**src/rtl/mem_arbiter.sv**
```systemverilog
// Shares one single-port RAM between fetch (read-only) and data (read/write) with a
// round-robin grant; fixed fetch priority when MEM_ARB_FETCH_PRIO_EN is defined.
module mem_arbiter #(
  parameter int AW     = 16,
  parameter int DW     = 16,
  parameter int RD_LAT = 1
) (
  input  logic          clk,
  input  logic          reset,
  input  logic          f_req,
  input  logic [AW-1:0] f_addr,
  output logic          f_gnt,
  output logic          f_rvalid,
  output logic [DW-1:0] f_rdata,
  input  logic          d_req,
  input  logic          d_we,
  input  logic [AW-1:0] d_addr,
  input  logic [DW-1:0] d_wdata,
  output logic          d_gnt,
  output logic          d_rvalid,
  output logic [DW-1:0] d_rdata,
  output logic          mem_en,
  output logic          mem_we,
  output logic [AW-1:0] mem_addr,
  output logic [DW-1:0] mem_wdata,
  input  logic [DW-1:0] mem_rdata,
  output logic          busy
);

  typedef enum logic [1:0] {IDLE, ISSUE, WAIT, RESP} state_t;

  state_t     state;
  logic [1:0] cnt;
  logic       win_d;
  logic       pick_d;

`ifndef MEM_ARB_FETCH_PRIO_EN
  logic       last_d;
`endif

  always_comb begin
    pick_d = 1'b0;
`ifdef MEM_ARB_FETCH_PRIO_EN
    pick_d = !f_req;
`else
    // On a tie the port that was not granted last wins.
    pick_d = d_req && (!f_req || !last_d);
`endif
  end

  assign busy = (state != IDLE);

  always_ff @(posedge clk or posedge reset) begin
    if (reset) begin
      state     <= IDLE;
      cnt       <= '0;
      win_d     <= 1'b0;
`ifndef MEM_ARB_FETCH_PRIO_EN
      last_d    <= 1'b1;
`endif
      f_gnt     <= 1'b0;
      d_gnt     <= 1'b0;
      f_rvalid  <= 1'b0;
      d_rvalid  <= 1'b0;
      f_rdata   <= '0;
      d_rdata   <= '0;
      mem_en    <= 1'b0;
      mem_we    <= 1'b0;
      mem_addr  <= '0;
      mem_wdata <= '0;
    end else begin
      f_gnt    <= 1'b0;
      d_gnt    <= 1'b0;
      f_rvalid <= 1'b0;
      d_rvalid <= 1'b0;
      mem_en   <= 1'b0;
      case (state)
        IDLE: begin
          if (f_req || d_req) begin
            state     <= ISSUE;
            win_d     <= pick_d;
`ifndef MEM_ARB_FETCH_PRIO_EN
            last_d    <= pick_d;
`endif
            mem_en    <= 1'b1;
            mem_we    <= pick_d && d_we;
            mem_addr  <= pick_d ? d_addr : f_addr;
            mem_wdata <= pick_d ? d_wdata : '0;
            f_gnt     <= !pick_d;
            d_gnt     <= pick_d;
          end
        end
        ISSUE: begin
          mem_we <= 1'b0;
          cnt    <= 2'(RD_LAT - 1);
          state  <= mem_we ? IDLE : WAIT;
        end
        WAIT: begin
          if (cnt == 2'd0) begin
            if (win_d) d_rdata <= mem_rdata;
            else       f_rdata <= mem_rdata;
            d_rvalid <= win_d;
            f_rvalid <= !win_d;
            state    <= RESP;
          end else begin
            cnt <= cnt - 2'd1;
          end
        end
        RESP: state <= IDLE;
        default: state <= IDLE;
      endcase
    end
  end

endmodule

```
**config.mk**
```make
export PLATFORM = sky130hd
export DESIGN_NAME = mem_arbiter
export DESIGN_NICKNAME = d
export VERILOG_FILES = /design/src/rtl/mem_arbiter.sv
export SDC_FILE = /design/constraint.sdc
export NUM_CORES = 1
export LEC_CHECK = 0
export BUFFER_PORTS_ARGS = -buffer_cell sky130_fd_sc_hd__buf_2
export CORE_MARGIN = 2
export CORE_UTILIZATION = 47
export CTS_CLUSTER_DIAMETER = 80
export DETAILED_ROUTE_END_ITERATION = 16
export PLACE_DENSITY = 0.8
export SLEW_MARGIN = 40
export SYNTH_ARGS = -nofsm -noshare
export SYNTH_HDL_FRONTEND = slang
export SYNTH_SLANG_ARGS = --single-unit
```
**constraint.sdc**
```tcl
create_clock -name clk -period 2.4 [get_ports clk]
set_input_delay 0.24 -clock clk [delete_from_list [all_inputs] [get_ports clk]]
set_output_delay 0.24 -clock clk [all_outputs]
set_load 0.005 [all_outputs]
```
==> results of run 1 <==
==> power breakdown <==
group / total (mW) / switching (mW) / internal [mW]
Combinational: 1.97 / 0.802 / 1.17
Sequential: 2.23 / 0.335 / 1.90
Clock: 1.04 / 0.456 / 0.586
Total: 5.25 / 1.59 / 3.66
==> cells in the final DEF (no fill, tap or decap), types with 2 or more instances in the layout <==
cell,Yosys,layout
buf_2,1,139
dfrtp_1,75,75
mux2_2,25,25
a22o_1,16,16
a221o_2,13,13
and3_1,10,10
mux2_4,9,9
clkbuf_8,0,9
and3_2,6,6
inv_1,6,5
nand2_1,4,4
nor2_1,3,3
o21ai_0,3,3
mux2i_1,2,2
a221o_1,2,2
a21o_1,2,2
ha_1,2,2
bufinv_16,0,2
clkinvlp_4,0,2
buf_4,2,2
==> worst paths after layout <==
check	to	from	slack (ps)	cells past startpoint
hold reg to reg	mem_addr[15]	mem_addr[15]	500	1
max in group asynchronous	cnt[0]	reset	1280	4
min in group asynchronous	f_rdata[12]	reset	470	3
setup reg to reg	mem_wdata[12]	flop	630	4
hold / removal	mem_wdata[14]	d_wdata[14]	120	2
setup / recovery	mem_wdata[12]	flop	630	4
==> metrics by stage <==
stage          worst slack, ps  instance area (um^2)  hold slack, ps
6_report                   630                  4030             124
4_1_cts                    629                  4030             106
3_3_place_gp               693                  3800             280
2_1_floorplan              223                  3090             373
5_1_grt                    484                  4030             104
3_5_place_dp               638                  3800             301
==> final cells by class <==
| class | count | area, um^2 |
|---|---|---|
| Clock buffer | 10 | 128 |
| Clock inverter | 6 | 88.8 |
| Fill cell | 508 | 2320 |
| Inverter | 6 | 22.5 |
| Multi-Input combinational cell | 110 | 1050 |
| Sequential cell | 76 | 1900 |
| Tap cell | 77 | 96.3 |
| Timing Repair Buffer | 143 | 741 |
==> layer usage <==
metal	up-vias	share of wire
li1	1033	-
met1	1100	0.41
met2	84	0.51
met3	7	0.064
met4	0	0.013
met5	-	0
==> cells by family after synthesis <==
kind of cell	count (synthesis)	synth area share
mux	36	0.141
fa+ha+maj	2	0.00809
buf+inv	19	0.0453
simple gates	31	0.0676
flops	76	0.615
compound gates	41	0.123
==> flip-flops by register name, summed over array words and instances (netlist names), named ones only <==
register   cells
d_gnt          1
state          1
cnt            2
mem_en         1
last_d         1
mem_we         1
mem_addr      16
mem_wdata     16
d_rvalid       1
f_rdata       16
win_d          1
d_rdata       16
f_gnt          1
f_rvalid       1
==> cell usage after synthesis <==
master    instances  share of area
o21ai_0           3         0.0049
inv_1             6         0.0073
mux2_4            9          0.044
nand3b_1          1         0.0024
o21ai_2           1         0.0028
dfstp_2           1         0.0085
o21a_1            1         0.0024
nand2_1           4         0.0049
and2_2            1         0.0024
a221o_1           2         0.0065
and3_2            6          0.015
o21bai_1          1         0.0024
and3b_1           1         0.0028
a21boi_0          1         0.0024
mux2_2           25          0.091
nor2_4            1         0.0036
dfrtp_1          75           0.61
buf_6             5          0.018
nand2b_2          1         0.0028
nand3_2           1         0.0032
mux2i_1           2         0.0065
nor2_1            3         0.0036
clkbuf_1          3         0.0036
nor2b_4           1         0.0044
and3_1           10          0.020
a221o_2          13          0.047
buf_8             2         0.0097
a21boi_2          1         0.0036
ha_1              2         0.0081
or2b_1            1         0.0024
a21o_1            2         0.0049
buf_4             2         0.0049
buf_2             1         0.0016
a22o_1           16          0.045
==> timing repair <==
item / in CTS / in global routing
hold endpoints to repair: 21 / 0
setup buffers: 0 / 0
endpoints found under the setup margin: 0 / 0
hold buffers: 1 / 0
==> flow_summary.toml, run 1 <==
[grt]
grt_use_total = 0.180
use_met2 = 0.315
grt_pass1_wl_um = 10300
grt_overflow = 0
first_global_vias = 2240
antenna_found_initial = 0
met3_usage = 0.0370
grtUsageMet1 = 0.219
gr-max-usage-layer = "met2"
grt_max_degree = 55

[die]
core_area_um2 = 6350
die_h_um = 85.1
rows = 29
start_util = 0.487
die_area_um2 = 7250
ios = 140
dieWidth_um = 85.1

[layout]
final_util = 0.634
area_growth_pct = 30.3
drive_above_1_share = 0.624
num_antenna_cells = 0
final-instance-count-excl-fill = 428
layout.nets = 417

[critical_path]
startpoint_type = "flop"
path_max_fanout = 20
cp.arrival_ps = 1990
crit_chain = "nor2_4 -> o21ai_2 -> buf_4 -> a22o_1"
slowest_delay_ps = 480
path_class = "reg -> reg"
crit_path_end_kind = "flop"
slowest_stage = "dfrtp_1"
critical_path_buf_inv_count = 1
worstPathRequired_ps = 2620
crit_family = "compound AO/OA/AOI/OAI gates"

[detailed_routing]
vias = 2224
drt-total-wl_um = 6420
routed_via_density = 5.20
drcViolationCount = 0
wl_per_cell_um = 15.0
drtAntennaViolNets = 0
drtIter0Drc = 74
dr.pass1.iters = 4

[timing]
max_freq_mhz = 565
worst_clock_skew_ps = 11.6
hold_viol = 0
setup_viol = 0
finalMaxSlewViolations = 0
rsz0062_at_grt = "no"
fin_crit_sh = 0.737
slew_headroom = 0.495
fin_crit_ps = 1770
setup_tns_ps = 0
worst_pin_slew_ps = 758

[clocking]
cts_inserted_buffers = 9
cts.root.buffer_cell = "clkbuf_8"
post_cts_resized = 0
cts_sinks = 76
clk_latency_ps = 330
clk_pin_slew_ps = 70
h-tree-depth = 3
clk_path_buf_depth = 2
tritoncts = "done"

[power_and_ir_drop]
peakVddDrop_uv = 646
leakagePower_nw = 2.13
p_per_area_nw_per_um2 = 1300
fin_total_pwr_mw = 5.25

[logic_synthesis]
ys_ff_latch = 76
avgSynthCellArea_um2 = 15.1
syn_inst = 205
syn_area_um2 = 3090
ys.warnings.count = 0
synth.distinct_cells = 34
syn_nets = 276
ys_seq_area_frac = 0.615

[job]
drv_cap = 0

[placement]
io_buffer_count = 139
placed_cells = 411
dpl.hpwl_um = 4660
gp_congestion = 0.782

[hold_path]
holdCritPathClass = "in -> reg"

[outcome]
status = "finished, final reports clean"
No activity file was read; power rests on OpenSTA's default activity.
==> run 2: changes to the inputs <==
--- a/config.mk
+++ b/config.mk
@@ -7,10 +7,10 @@
 export LEC_CHECK = 0
 export BUFFER_PORTS_ARGS = -buffer_cell sky130_fd_sc_hd__buf_2
 export CORE_MARGIN = 2
-export CORE_UTILIZATION = 47
+export CORE_UTILIZATION = 42
 export CTS_CLUSTER_DIAMETER = 80
 export DETAILED_ROUTE_END_ITERATION = 16
-export PLACE_DENSITY = 0.8
+export PLACE_DENSITY = 0.76
 export SLEW_MARGIN = 40
 export SYNTH_ARGS = -nofsm -noshare
 export SYNTH_HDL_FRONTEND = slang
==> constraint.sdc (replaced) <==
create_clock -name clk -period 1.45 [get_ports clk]
set_input_delay 0.145 -clock clk [delete_from_list [all_inputs] [get_ports clk]]
set_output_delay 0.145 -clock clk [all_outputs]
set_load 0.005 [all_outputs]
==> flow_summary.toml, run 2 (same netlist as run 1, synthesis figures left out) <==
[placement]
pre_cts_slack_ps = -87.3
placed_cells = 446
gp_congestion = 0.750
dpl.hpwl_um = 4890
io_buffer_count = 139
placed_cell_area_um2 = 4000

[critical_path]
worstPathRequired_ps = 1670
cp.arrival_ps = 1730
path_max_fanout = 4
startpoint_type = "flop"
crit_path_end_kind = "flop"
path_class = "reg -> reg"

[detailed_routing]
drtIter0Drc = 69
dr.pass1.iters = 4
vias = 2293
routed_via_density = 4.81
wl_per_cell_um = 14.8
drtAntennaViolNets = 0
drcViolationCount = 0
drt-total-wl_um = 7060

[power_and_ir_drop]
leakagePower_nw = 2.31
p_per_area_nw_per_um2 = 2100
peakVddDrop_uv = 909
fin_total_pwr_mw = 9.24

[timing]
max_freq_mhz = 664
fin_crit_sh = 1.04
setup_viol = 25
rsz0062_at_grt = "yes"
worst_pin_slew_ps = 482
hold_viol = 0
slew_headroom = 0.678
worst_clock_skew_ps = 12.4
fin_crit_ps = 1510
finalMaxSlewViolations = 0
worst_slack_ps = -55.3

[layout]
final_util = 0.614
design_area_um2 = 4400
regArea_um2 = 1910
layout_commonest_cell = "buf_2"
fill_cells = 601
multi_input_comb_area_um2 = 1100
area_growth_pct = 42.4
num_antenna_cells = 0
layout.nets = 444
layout_common_cells = "buf_2 (138), dfrtp_1 (73), buf_4 (18)"
final-instance-count-excl-fill = 477
drive_above_1_share = 0.672

[die]
ios = 140
die_area_um2 = 8070
dieWidth_um = 89.8
rows = 31
core_area_um2 = 7180
die_h_um = 89.8
start_util = 0.431

[grt]
first_global_vias = 2428
grt_max_degree = 30
grt_overflow = 0
grt_use_total = 0.180
antenna_found_initial = 0
grt_pass1_wl_um = 11800

[clocking]
cts_sinks = 76
clk_pin_slew_ps = 80
clk_path_buf_depth = 2
cts_inserted_buffers = 9
clk_latency_ps = 340
tritoncts = "done"
h-tree-depth = 3
cts.root.buffer_cell = "clkbuf_8"

[outcome]
violations = "setup timing"
status = "finished with violations"

[hold_path]
holdCritPathClass = "in -> reg"

[job]
drv_cap = 0
==> run 2: cell count changes in the layout (fill, tap and decap cells not counted), moves of 2 or more <==
| cell | delta |
|---|---|
| buf_4 | +16 |
| clkbuf_8 | +2 |
| dfrtp_2 | +2 |
| clkinvlp_4 | +2 |
| buf_6 | +6 |
| mux2_4 | +8 |
| inv_1 | -3 |
| dfrtp_1 | -2 |
| mux2_2 | -8 |
| buf_12 | +4 |
| bufinv_16 | -2 |
==> run 2: area by class of cell <==
cell class,count,share of cell area
flip-flops and latches,76,0.433
multi-input cells,110,0.250
repair buffers,170,0.240
clock buffers,11,0.0344
well taps,99,0.0281
clock inverters,5,0.00824
inverters,6,0.00654
==> run 2: critical path: stages (launching register included) <==
cell and delay, ps:
dfrtp_1 400, inv_2 90, ha_4 140, and3b_2 230, buf_6 120, buf_16 110
mux2_4 290
==> run 2: report_power, final <==
part           total [mW]  switching (mW)  leakage, nW  internal (mW)
clock network        1.48           0.766       0.0876          0.714
logic                4.06            1.54         1.29           2.52
registers            3.70           0.552        0.931           3.15
total                9.24            2.85         2.31           6.38
==> run 2: final timing paths <==
kind / to / slack (ps) / startpoint / depth (start not counted)
setup / recovery: f_rdata[4] / -60 / cnt[1] / 6
hold / removal: mem_wdata[5] / 20 / d_wdata[5] / 2
setup reg to reg: f_rdata[4] / -60 / cnt[1] / 6
hold reg to reg: flop / 500 / mem_we / 1
max in group asynchronous: asynchronous set/reset pin / 570 / reset / 4
min in group asynchronous: mem_wdata[10] / 380 / reset / 3
==> run 2: per-layer routing <==
layer	GRT usage	part of all wire	up-vias	wire (um)
met3	0.0511	0.070	6	491
met1	0.235	0.44	1101	3110
met2	0.298	0.48	92	3400
met4	0.0500	0.0088	0	62
li1	-	-	1094	-
met5	0	0	-	0
==> run 2: what timing repair did <==
action / in CTS / in global routing
hold buffers: 1 / 0
pin swaps: 5 / 17
setup endpoints to repair: 29 / 50
cloned: 2 / 1
endpoints found under the hold margin: 18 / 0
setup buffers: 9 / 4
resized for setup: 10 / 15
==> run 2: through the flow <==
step                      hold WS, ps  TNS (ps)
after CTS                        4.78      -610
after detailed placement          197      -959
after floorplan                   278      -395
final                            19.7      -559
after global routing             9.75     -2530
after global placement            191      -173
==> run 3: changes to the inputs <==
--- a/config.mk
+++ b/config.mk
@@ -10,7 +10,7 @@
 export CORE_UTILIZATION = 42
 export CTS_CLUSTER_DIAMETER = 80
 export DETAILED_ROUTE_END_ITERATION = 16
-export PLACE_DENSITY = 0.76
+export PLACE_DENSITY = 0.77
 export SLEW_MARGIN = 40
 export SYNTH_ARGS = -nofsm -noshare
 export SYNTH_HDL_FRONTEND = slang
==> flow_summary.toml, run 3 (same netlist as run 1, synthesis figures left out) <==
[timing]
finalMaxSlewViolations = 0
slew_headroom = 0.740
worst_pin_slew_ps = 390
fin_crit_sh = 1.00
worst_slack_ps = -3.12
hold_viol = 0
max_freq_mhz = 688
setup_viol = 2
worst_clock_skew_ps = 12.9
fin_crit_ps = 1450
rsz0062_at_grt = "yes"

[detailed_routing]
vias = 2292
drt-total-wl_um = 7220
routed_via_density = 4.85
dr.pass1.iters = 4
drtIter0Drc = 95
drcViolationCount = 0
wl_per_cell_um = 15.3
drtAntennaViolNets = 0

[grt]
grt_overflow = 0
first_global_vias = 2355
grt_max_degree = 77
grt_pass1_wl_um = 11500
grt_use_total = 0.179
antenna_found_initial = 0

[critical_path]
startpoint_type = "flop"
path_class = "reg -> reg"
r2r_cells = 5
path_max_fanout = 8
crit_path_start = "cnt[1]"
r2r_end = "f_rdata[2]"
crit_path_end_kind = "flop"
path_depth = 5
crit_chain = "inv_2 -> ha_4 -> and3b_2 -> buf_8 -> mux2_4"
worstPathRequired_ps = 1680
ff2ff_setup_slack_ps = -3
crit_family = "flip-flops"
cp-endpoint = "f_rdata[2]"
critical_path_buf_inv_count = 2
r2r-start = "cnt[1]"
cp.arrival_ps = 1680
slowest_delay_ps = 390
slowest_stage = "dfrtp_1"

[layout]
fill_cells = 577
final-instance-count-excl-fill = 473
multi_input_comb_area_um2 = 1110
area_growth_pct = 40.8
drive_above_1_share = 0.663
layout.nets = 440
num_antenna_cells = 0
regArea_um2 = 1900
layout_commonest_cell = "buf_2"
layout_common_cells = "buf_2 (139), dfrtp_1 (74), mux2_2 (17), mux2_4 (17), buf_4 (17)"

[placement]
io_buffer_count = 139
pre_cts_slack_ps = -63.4
dpl.hpwl_um = 4880
placed_cells = 447
gp_congestion = 0.750

[power_and_ir_drop]
power_frac_seq = 0.405
pwr-share-clk = 0.173
sw_frac_of_total = 0.313
peakVddDrop_uv = 895
pwr-share-comb = 0.422
leakagePower_nw = 2.28
switchingPower_mw = 2.87
cell_internal_pwr_mw = 6.30
p_per_area_nw_per_um2 = 2110

[outcome]
status = "finished with violations"
violations = "setup timing"

[clocking]
cts_sinks = 76
tritoncts = "done"
h-tree-depth = 3
clk_pin_slew_ps = 80
clk_path_buf_depth = 2
cts_inserted_buffers = 9
cts.root.buffer_cell = "clkbuf_8"
clk_latency_ps = 350

[hold_path]
holdCritPathClass = "in -> reg"

[job]
drv_cap = 0

[die]
start_util = 0.431
rows = 31
ios = 140
dieWidth_um = 89.8
die_h_um = 89.8
core_area_um2 = 7180
die_area_um2 = 8070
run 3: repair_timing:
item	CTS	global route
cloned	2	2
endpoints found under the setup margin	16	56
hold endpoints to repair	75	0
gates resized for setup	11	13
buffers inserted	5	2
hold buffers	1	0
pin swaps	2	2
run 3: how the worst min path moves through the flow:
stage,start,end,depth (start not counted)
6_report,d_wdata[8],mem_wdata[8],2
2_1_floorplan,d_wdata[10],mem_wdata[10],1
3_5_place_dp,reset,d_rdata[8],3
5_1_grt,d_wdata[13],mem_wdata[13],2
4_1_cts,d_wdata[8],mem_wdata[8],2
3_3_place_gp,reset,d_rdata[11],3
run 3: worst register-to-register path: stages (launching register included):
cell	delay, ps
dfrtp_1	390
inv_2	90
ha_4	140
and3b_2	260
buf_8	160
mux2_4	300
run 3: cell type report:
cell class              count  share of cell area
flip-flops and latches     76               0.437
well taps                  99              0.0284
clock buffers              10              0.0293
inverters                   6             0.00603
multi-input cells         110               0.256
clock inverters             6              0.0149
repair buffers            166               0.228
run 3: metal layers:
metal  track usage  up-vias  wire (um)
met5             0        -          0
met2         0.307       83       3630
met1         0.221     1124       3090
met3        0.0386        9        396
met4        0.0756        0         97
li1              -     1076          -
run 3: through the flow:
step	util	instance area, um^2	setup TNS, ps	hold WS, ps	power (mW)
2_1_floorplan	-	3100	-395	278	5.81
3_3_place_gp	0.553	3970	0	282	7.18
3_5_place_dp	0.553	3970	-636	291	7.35
4_1_cts	0.598	4290	-452	1.54	9.17
5_1_grt	0.607	4350	-776	20.1	9.75
6_report	0.607	4350	-3.72	10.9	9.17
run 3: power by group through the flow:
stage / clock, mW / combinational [mW] / sequential [mW]
2_1_floorplan: 0 / 2.04 / 3.77
3_3_place_gp: 0 / 3.51 / 3.67
3_5_place_dp: 0 / 3.63 / 3.72
4_1_cts: 1.62 / 3.86 / 3.70
5_1_grt: 1.72 / 4.19 / 3.84
6_report: 1.58 / 3.87 / 3.72
